<file path="src/rtl/debug_pkg.sv">
// Shared types and constants for the register-file debug dumper.
//   dbg_state_e        : dump sequencer states
//   DBG_NUM_REGS       : default number of architectural registers dumped
//   DBG_DATA_W         : default register width (multiple of 8)
//   DBG_BYTES_PER_REG  : bytes streamed per register at the default width
package debug_pkg;

    localparam int DBG_NUM_REGS      = 32;
    localparam int DBG_DATA_W        = 32;
    localparam int DBG_BYTES_PER_REG = DBG_DATA_W / 8;

    typedef enum logic [2:0] {
        IDLE,
        SET_ADDR,
        WAIT_RD,
        LOAD,
        SEND,
        CKSUM,
        DONE
    } dbg_state_e;

endpackage

</file>
<file path="src/rtl/dbg_byte_serializer.sv">
// Splits one DATA_W word into bytes, MSB byte first.
//   clk, rst   : system clock, asynchronous active-high reset
//   load_i     : capture data_i and arm the byte counter
//   data_i     : word to serialize
//   shift_i    : current byte accepted downstream; advance to the next one
//   byte_o     : byte currently presented (top byte of the shift register)
//   last_o     : the presented byte is the final one of the word
module dbg_byte_serializer
    import debug_pkg::*;
#(
    parameter int DATA_W = DBG_DATA_W
) (
    input  logic              clk,
    input  logic              rst,
    input  logic              load_i,
    input  logic [DATA_W-1:0] data_i,
    input  logic              shift_i,
    output logic [7:0]        byte_o,
    output logic              last_o
);

    localparam int CNT_W = $clog2(DATA_W / 8 + 1);
    localparam logic [CNT_W-1:0] NBYTES = CNT_W'(DATA_W / 8);

    logic [DATA_W-1:0] shift_q, shift_d;
    logic [CNT_W-1:0]  cnt_q, cnt_d;

    always_comb begin
        shift_d = shift_q;
        cnt_d   = cnt_q;
        if (load_i) begin
            shift_d = data_i;
            cnt_d   = NBYTES;
        end else if (shift_i) begin
            shift_d = {shift_q[DATA_W-9:0], 8'h00};
            cnt_d   = cnt_q - CNT_W'(1);
        end
    end

    always_ff @(posedge clk or posedge rst) begin
        if (rst) begin
            shift_q <= '0;
            cnt_q   <= '0;
        end else begin
            shift_q <= shift_d;
            cnt_q   <= cnt_d;
        end
    end

    assign byte_o = shift_q[DATA_W-1 -: 8];
    assign last_o = (cnt_q == CNT_W'(1));

endmodule

</file>
<file path="src/rtl/regfile_debug_dumper.sv">
// Sweeps every architectural register through the register file's debug
// read port and streams each word, MSB byte first, to the debug UART over
// a valid/ready byte handshake.
//   clk, rst       : system clock, asynchronous active-high reset
//   start          : dump request, honoured only in IDLE
//   debug_on       : register-file debug read enable
//   read_regDebug  : debug read address
//   reg_debug      : debug read data (register file reads on negedge)
//   tx_data/valid  : byte stream to UART; tx_ready accepts a byte
//   busy           : dump in progress
//   done           : one-cycle pulse after the final byte is accepted
// Build option: define DUMP_CHECKSUM_EN to append one byte holding the XOR
// of every dumped byte after the last register.
module regfile_debug_dumper
    import debug_pkg::*;
#(
    parameter int NUM_REGS = DBG_NUM_REGS,
    parameter int ADDR_W   = 5,
    parameter int DATA_W   = DBG_DATA_W
) (
    input  logic              clk,
    input  logic              rst,
    input  logic              start,
    output logic              debug_on,
    output logic [ADDR_W-1:0] read_regDebug,
    input  logic [DATA_W-1:0] reg_debug,
    output logic [7:0]        tx_data,
    output logic              tx_valid,
    input  logic              tx_ready,
    output logic              busy,
    output logic              done
);

    localparam logic [ADDR_W-1:0] LAST_ADDR = ADDR_W'(NUM_REGS - 1);

    dbg_state_e        state_q;
    logic [ADDR_W-1:0] addr_q;
    logic              debug_on_q;
    logic              tx_valid_q;
    logic              busy_q;
    logic              done_q;

    logic [7:0]        ser_byte;
    logic              ser_last;
    logic              ser_load;
    logic              ser_shift;

    assign ser_load  = (state_q == LOAD);
    assign ser_shift = (state_q == SEND) && tx_valid_q && tx_ready;

    dbg_byte_serializer #(
        .DATA_W (DATA_W)
    ) u_ser (
        .clk     (clk),
        .rst     (rst),
        .load_i  (ser_load),
        .data_i  (reg_debug),
        .shift_i (ser_shift),
        .byte_o  (ser_byte),
        .last_o  (ser_last)
    );

`ifdef DUMP_CHECKSUM_EN
    logic [7:0] cksum_q;
    assign tx_data = (state_q == CKSUM) ? cksum_q : ser_byte;
`else
    assign tx_data = ser_byte;
`endif

    // tx_valid_q is always 1 in SEND/CKSUM, so tx_ready alone marks a transfer there.
    always_ff @(posedge clk or posedge rst) begin
        if (rst) begin
            state_q    <= IDLE;
            addr_q     <= '0;
            debug_on_q <= 1'b0;
            tx_valid_q <= 1'b0;
            busy_q     <= 1'b0;
            done_q     <= 1'b0;
`ifdef DUMP_CHECKSUM_EN
            cksum_q    <= '0;
`endif
        end else begin
            done_q <= 1'b0;
            case (state_q)
                IDLE: begin
                    if (start) begin
                        state_q    <= SET_ADDR;
                        addr_q     <= '0;
                        debug_on_q <= 1'b1;
                        busy_q     <= 1'b1;
`ifdef DUMP_CHECKSUM_EN
                        cksum_q    <= '0;
`endif
                    end
                end
                SET_ADDR: state_q <= WAIT_RD;
                WAIT_RD:  state_q <= LOAD;
                LOAD: begin
                    state_q    <= SEND;
                    tx_valid_q <= 1'b1;
                end
                SEND: begin
                    if (tx_ready) begin
`ifdef DUMP_CHECKSUM_EN
                        cksum_q <= cksum_q ^ ser_byte;
`endif
                        if (ser_last) begin
                            if (addr_q != LAST_ADDR) begin
                                addr_q     <= addr_q + ADDR_W'(1);
                                state_q    <= SET_ADDR;
                                tx_valid_q <= 1'b0;
                            end else begin
                                debug_on_q <= 1'b0;
`ifdef DUMP_CHECKSUM_EN
                                state_q    <= CKSUM;
`else
                                state_q    <= DONE;
                                tx_valid_q <= 1'b0;
                                busy_q     <= 1'b0;
                                done_q     <= 1'b1;
`endif
                            end
                        end
                    end
                end
                CKSUM: begin
                    if (tx_ready) begin
                        state_q    <= DONE;
                        tx_valid_q <= 1'b0;
                        busy_q     <= 1'b0;
                        done_q     <= 1'b1;
                    end
                end
                DONE:    state_q <= IDLE;
                default: state_q <= IDLE;
            endcase
        end
    end

    assign debug_on      = debug_on_q;
    assign read_regDebug = addr_q;
    assign tx_valid      = tx_valid_q;
    assign busy          = busy_q;
    assign done          = done_q;

endmodule

</file>
<file path="config.mk">
export PLATFORM = sky130hd
export DESIGN_NAME = regfile_debug_dumper
export DESIGN_NICKNAME = d
export VERILOG_FILES = /design/src/rtl/debug_pkg.sv /design/src/rtl/dbg_byte_serializer.sv /design/src/rtl/regfile_debug_dumper.sv
export SDC_FILE = /design/constraint.sdc
export NUM_CORES = 1
export LEC_CHECK = 0
export CORE_MARGIN = 5
export CORE_UTILIZATION = 54
export DETAILED_ROUTE_END_ITERATION = 16
export PLACE_DENSITY = 0.82
export SKIP_LAST_GASP = 1
export SYNTH_ARGS = -nofsm -noshare
export SYNTH_HDL_FRONTEND = slang
export SYNTH_SLANG_ARGS = --single-unit
</file>
<file path="constraint.sdc">
create_clock -name clk -period 4.5 [get_ports clk]
set_input_delay 0.9 -clock clk [delete_from_list [all_inputs] [get_ports clk]]
set_output_delay 0.9 -clock clk [all_outputs]
set_load 0.01 [all_outputs]
</file>
# --- Yosys cells after proc, flatten, opt, wreduce, memory -nomap -nowiden ---
# Index checks and enable logic that the tools add are counted.
op_classes:
  n_mux: 30
  add_sub_neg: 2
  eq_ne: 13
  reduce_logical: 12
ops:
  columns: ["op", "n"]
  rows:
  - ["2-to-1 mux 32 bit", 2]
  - ["2-to-1 mux 3 bit", 7]
  - ["2-to-1 mux 5 bit", 4]
  - ["one-hot mux 3 bit (6 select lines)", 1]
  - ["2-to-1 mux 1 bit", 11]
  - ["inequality test 2 bit (second input constant)", 5]
  - ["one-hot mux 5 bit (2 select lines)", 1]
  - ["AND reduction 5 bit", 2]
  - ["AND reduction 4 bit", 2]
  - ["equality test 3 x 1 -> 1 bit (second input constant)", 2]
  - ["equality test 3 x 2 -> 1 bit (second input constant)", 2]
  - ["equality test 3 bit (second input constant)", 2]
  - ["one-hot mux 1 bit (3 select lines)", 2]
  - ["AND reduction 6 bit", 1]
  - ["nonzero test 3 bit", 2]
  - ["adder 5 x 1 -> 5 bit (second input constant)", 1]
  - ["inequality test 5 bit (second input constant)", 1]
  - ["one-hot mux 1 bit (2 select lines)", 2]
  - ["nonzero test 2 bit", 2]
  - ["zero test 3 bit", 1]
  - ["subtractor 3 x 1 -> 3 bit (second input constant)", 1]
  - ["logical AND 1 bit", 2]
  - ["inequality test 2 x 1 -> 1 bit (second input constant)", 1]
totals:
  ff_bits: 47
  inputBits: 36
  output_inout_bits: 17

# --- Logic depth before layout (Yosys ltp) ---
logic_depth:
  ltp_word: 5
  depth_mapped: 6

# --- By module ---
# Synthesis repeated with hierarchy kept, for this count alone.
unflattened:
  cells_unflattened: 233
  hier_area_um2: 2399.8
modules_own_cells:
  columns: ["mod", "seq_area_each_um2", "area_per_inst_um2", "n_inst", "cells_each"]
  rows:
  - ["dbg_byte_serializer", 875.8, 1696.6, 1, 164]
  - ["regfile_debug_dumper", 300.3, 703.2, 1, 69]

# --- Least setup slack after synthesis ---
# No wires, ideal clock.
synth_path:
  path_kind: "input to register"
  startpoint: "input port tx_ready"
  endpoint: "register u_ser.shift_q[10]"
  cell_stages: 6
  arrival_time_ns: 1.872
  setup_slack_ns: 2.502
  cell_sequence: "buf_6 > and4bb_1 > buf_6 > buf_6 > and3_1 > a221o_1"
synth_between:
  elab_chain_cells: 2
synth_lines:
  columns: ["item", "line", "rtl"]
  rows:
  - ["start, declared", "regfile_debug_dumper.sv:29", "input logic tx_ready,"]
  - ["logical AND 1 bit", "regfile_debug_dumper.sv:49", "assign ser_shift = (state_q == SEND) && tx_valid_q && tx_ready;"]
  - ["nonzero test 2 bit (no source line)", null, null]
  - ["end signal, assigned", "dbg_byte_serializer.sv:45", "shift_q <= shift_d;"]
  - ["end, declared", "dbg_byte_serializer.sv:25", "logic [DATA_W-1:0] shift_q, shift_d;"]
# No other way between the ends.
# A chain may end at the register's enable or synchronous reset.

# --- Worst setup path in the final report ---
layout_path:
  startpoint: "input port tx_ready"
  endpoint: "register u_ser.shift_q[16]"
# The elaborated chain is that of the path after synthesis.

==> run summary <==
For the count of instances resized after the clock tree is built, the log shows 0. The detailed-router iteration count before antenna repair is 4. The detailed-routed wire length on met2 was 2.15 mm. For the wire length of the first global-routing pass, the log shows 8.37 mm. The layout-stage area growth over the synthesis result is 22.0%, and the number of global-route vias before repair is 1734. The tools report the design area as 0.00291 mm^2. For this run, the post-layout net count is 293. The worst setup path is launched from an input pin. The proportion of synthesized chip area in sequential cells is 49.3%, and the worst slew margin relative to its limit is 36.2%. The post-route antenna net violation count is 0, and the height of the die is 76.5 um. The portion of synthesized area spent on multiplexers is 1.36%. Total count of hold-check failures in the final report: 0. Net switching is 33.9% of the power.

The largest family of logic cells by synthesized area was compound AO/OA/AOI/OAI gates. Data on the critical path arrives at its endpoint at 3.08 ns. The power per unit of standard cell area is 570 mW/mm^2, and the final core utilization is 67.3%. The register-to-register path setup slack was 2.25 ns; the leakage power was 1.33 nW.

After floorplanning, the core was sized to cover 0.00432 mm^2. The detailed router used layers up to and including met4. The adder and majority gate portion of the synthesized area was 2.62%.

By area the synthesized netlist is led by sky130_fd_sc_hd__dfrtp_1 (49%), sky130_fd_sc_hd__a221o_1 (10%), sky130_fd_sc_hd__and3_1 (6.6%). The detailed router put a total of 2.44 mm of wire on met1. The number of antenna violations at the first check in global routing was 0. The share of synthesized cell area in and, or, nand and nor gates was 18.4%; the total of endpoints with negative setup slack in the final report was 0.

The logs give 1.66 mW for the total power draw and 48 for the largest net degree at the start of global routing. Derived from the worst setup path, the maximum achievable clock frequency is 346 MHz. The run gives 217 as the gate count of the mapped netlist. In this run the power spent charging and discharging nets is 0.563 mW. After clock tree synthesis, the setup repair step added 0 buffers. In this run, post-CTS hold repair placed 0 buffers. Setup repair after global routing left no endpoint under its margin.

Counting every net in the synthesized netlist gives 258. Number of I/O pins: 53. Clock-pin slew was measured on the worst setup and hold paths at 0.09 ns. The complex-gate fraction of the synthesized area works out to 19.7%. The longest clock path from root to sink contains 2 buffers. For this design, the sink count on the clock tree is 47. For the max-slew violation count, the log shows 0.

The number of vias after detailed routing was 1804; the width of the die was 76.5 um. Once the floorplan was initialized, standard cells occupied 55.2% of the core. The number of standard-cell rows in the floorplan is 24, and the synthesized area divided by synthesized cell count is 11.0 um^2.

The synthesized netlist devotes 0% of its cell area to XOR and XNOR gates. The final critical path takes up 64.2% of the cycle. The worst setup path is of the input pin to flop kind. The H-tree was split into 2 levels. Ranked by instance count, the synthesized netlist is headed by sky130_fd_sc_hd__dfrtp_1 (47), sky130_fd_sc_hd__and3_1 (25), sky130_fd_sc_hd__a221o_1 (24), sky130_fd_sc_hd__nand2_1 (18), sky130_fd_sc_hd__and2_1 (10). Max-cap violations in this run came to 0. The cell area that synthesis handed to floorplanning was 0.00239 mm^2. The tools report the met3 wire length as 372 um. The share of total power dissipated in the clock network is 18.5%. The tools report the total clock buffers created by CTS as 5. The tools report the largest vdd supply drop as 0.263 mV. In this run, synthesis inferred 0 flip-flops with an integrated enable. Counting instances, the worst hold path has a depth of 2. TritonCTS built the clock tree. Wires add up to 4.99 mm. The congestion estimate from routability-driven global placement came to 0.866. Along the worst path, the maximum fanout reaches 28. At the worst endpoint, the required time is 4.69 ns. Summed over all failing endpoints, the final setup total negative slack is 0 ns. The worst register-to-register path begins at state_q[2]$_DFFE_PP0P_. The logs give 0 for the total number of yosys warnings and 3.42 mm for the detailed-placement wirelength estimate. After synthesis the netlist holds a flip-flop and latch count of 47. The count of buffers added on input and output ports is 52.

The antenna diode instance count is 0, and the worst-case reg-to-reg path depth is 3. In this run the cell area measured after placement is 0.00280 mm^2. For this block, the initial DRC count from the detailed router was 145. Counting tap cells, the placed design contains a total of 297 instances. Dividing the detail-routed via count by the number of cells gives 5.91. The worst register-to-register path ends at u_ser.shift_q[16]$_DFFE_PP0P_. The primary flip-flop cell chosen by synthesis mapping is sky130_fd_sc_hd__dfrtp_1. The root buffer cell chosen for the clock tree is sky130_fd_sc_hd__clkbuf_8.

The run gives 44.5% as the sequential power share. The post-layout minimum cycle time came out at 2.89 ns. The count of unique library cells instantiated by Yosys is 47. The startpoint identified for the worst hold timing path is u_ser.shift_q[5]$_DFFE_PP0P_.

The setup slack at placement was 1.36 ns. Count of non-filler cells in the finished layout: 305. The detailed-route wire length per cell is 16.4 um, and the overall routing resource usage is 17.2%. Final hold analysis gives a worst-case slack of 0.512 ns.

The run gives 37.0% as the relative contribution of combinational cells to total power. Internal power of the cells: 1.10 mW. The clock arrives with 0.00717 ns of skew. For the DRC violation count after routing, the log shows 0.

The path with the worst hold slack has its endpoint at u_ser.shift_q[5]$_DFFE_PP0P_. The die covers 0.00585 mm^2. Final setup slack of the worst path: 1.61 ns. The run finished with clean final reports. The proportion of netlist area held by the largest area contributor is 49.3%, and the clock insertion delay at the later pin of the skew report is 0.30 ns. In the post-synthesis netlist, the cell with the most instances is sky130_fd_sc_hd__dfrtp_1. Of the cells placed in the final design, the portion with a size suffix greater than 1 is 6.32%. Of all flip-flops after synthesis, the portion carrying an async set or reset was 100%. Of all cell types, the one taking the most synthesized area is sky130_fd_sc_hd__dfrtp_1. The worst hold path belongs to the class flop to flop. For the pin with the worst max-slew slack, the measured transition is 0.956 ns.

The overall overflow remaining after global route is 0. The type of destination of the critical path was a flop.
==> cell families (layout without fill, tap and decap cells) <==
| group | Yosys count | in the layout |
|---|---|---|
| compound gates | 56 | 56 |
| fa+ha+maj | 5 | 5 |
| mux | 3 | 3 |
| buf+inv | 32 | 68 |
| simple gates | 74 | 74 |
| flops | 47 | 47 |
==> power by group through the flow <==
stage / logic (mW) / clock network [mW] / registers [mW]
after floorplan: 0.551 / 0 / 0.667
after global placement: 0.595 / 0 / 0.738
after detailed placement: 0.617 / 0 / 0.743
after CTS: 0.619 / 0.313 / 0.736
after global routing: 0.676 / 0.331 / 0.763
final: 0.614 / 0.307 / 0.738
==> worst max-delay path, stage by stage <==
cell	delay, ns
sky130_fd_sc_hd__clkdlybuf4s50_1	0.66
sky130_fd_sc_hd__and4bb_1	0.86
sky130_fd_sc_hd__a21oi_4	0.28
sky130_fd_sc_hd__a221o_1	0.37
==> flip-flops by register name, summed over array words and instances (netlist names) <==
name           count
read_regDebug      5
busy               1
u_ser.cnt_q        3
state_q            3
debug_on           1
tx_valid           1
u_ser.shift_q     32
done               1
==> cell usage in the layout (no fill, tap or decap), types with 2 or more instances in the layout <==
master                            netlist  routed
sky130_fd_sc_hd__inv_1                  7       6
sky130_fd_sc_hd__and3_1                25      25
sky130_fd_sc_hd__a221o_1               24      24
sky130_fd_sc_hd__a21oi_1                2       2
sky130_fd_sc_hd__o21ai_1                8       8
sky130_fd_sc_hd__clkdlybuf4s50_1        0      52
sky130_fd_sc_hd__dfrtp_1               47      47
sky130_fd_sc_hd__o2111ai_1              2       2
sky130_fd_sc_hd__nor3_1                 2       2
sky130_fd_sc_hd__nor2_1                 4       4
sky130_fd_sc_hd__mux2_2                 2       2
sky130_fd_sc_hd__nand2_1               18      18
sky130_fd_sc_hd__and2_1                10      10
sky130_fd_sc_hd__a22o_1                 2       2
sky130_fd_sc_hd__clkbuf_8               0       5
sky130_fd_sc_hd__a31oi_1                5       5
sky130_fd_sc_hd__ha_1                   5       5
sky130_fd_sc_hd__o21ai_0                2       2
==> worst max-delay path by stage <==
stage	start	end	slack (ns)	depth (start not counted)
after floorplan	rst	busy$_DFFE_PP0P_	2.48	1
after global routing	tx_ready	u_ser.shift_q[8]$_DFFE_PP0P_	1.53	4
final	tx_ready	u_ser.shift_q[16]$_DFFE_PP0P_	1.61	4
after global placement	tx_ready	u_ser.shift_q[25]$_DFFE_PP0P_	1.40	4
after CTS	tx_ready	u_ser.shift_q[8]$_DFFE_PP0P_	1.68	4
after detailed placement	tx_ready	u_ser.shift_q[8]$_DFFE_PP0P_	1.36	4
==> per-layer routing <==
layer	track usage (%)	up-vias
met4	4.02	0
met2	24.7	70
met5	0	-
li1	-	873
met1	26.1	859
met3	4.02	2
==> final cells by class <==
class                      count  area, um^2
clock buffer                   5        68.8
clock inverter                 3        43.8
fill                         351        1410
inverter                       7        26.3
multi-input combinational    138        1000
sequential                    47        1180
tap                           52        65.1
timing repair buffer          53         528
(Power assumes the default switching activity.)
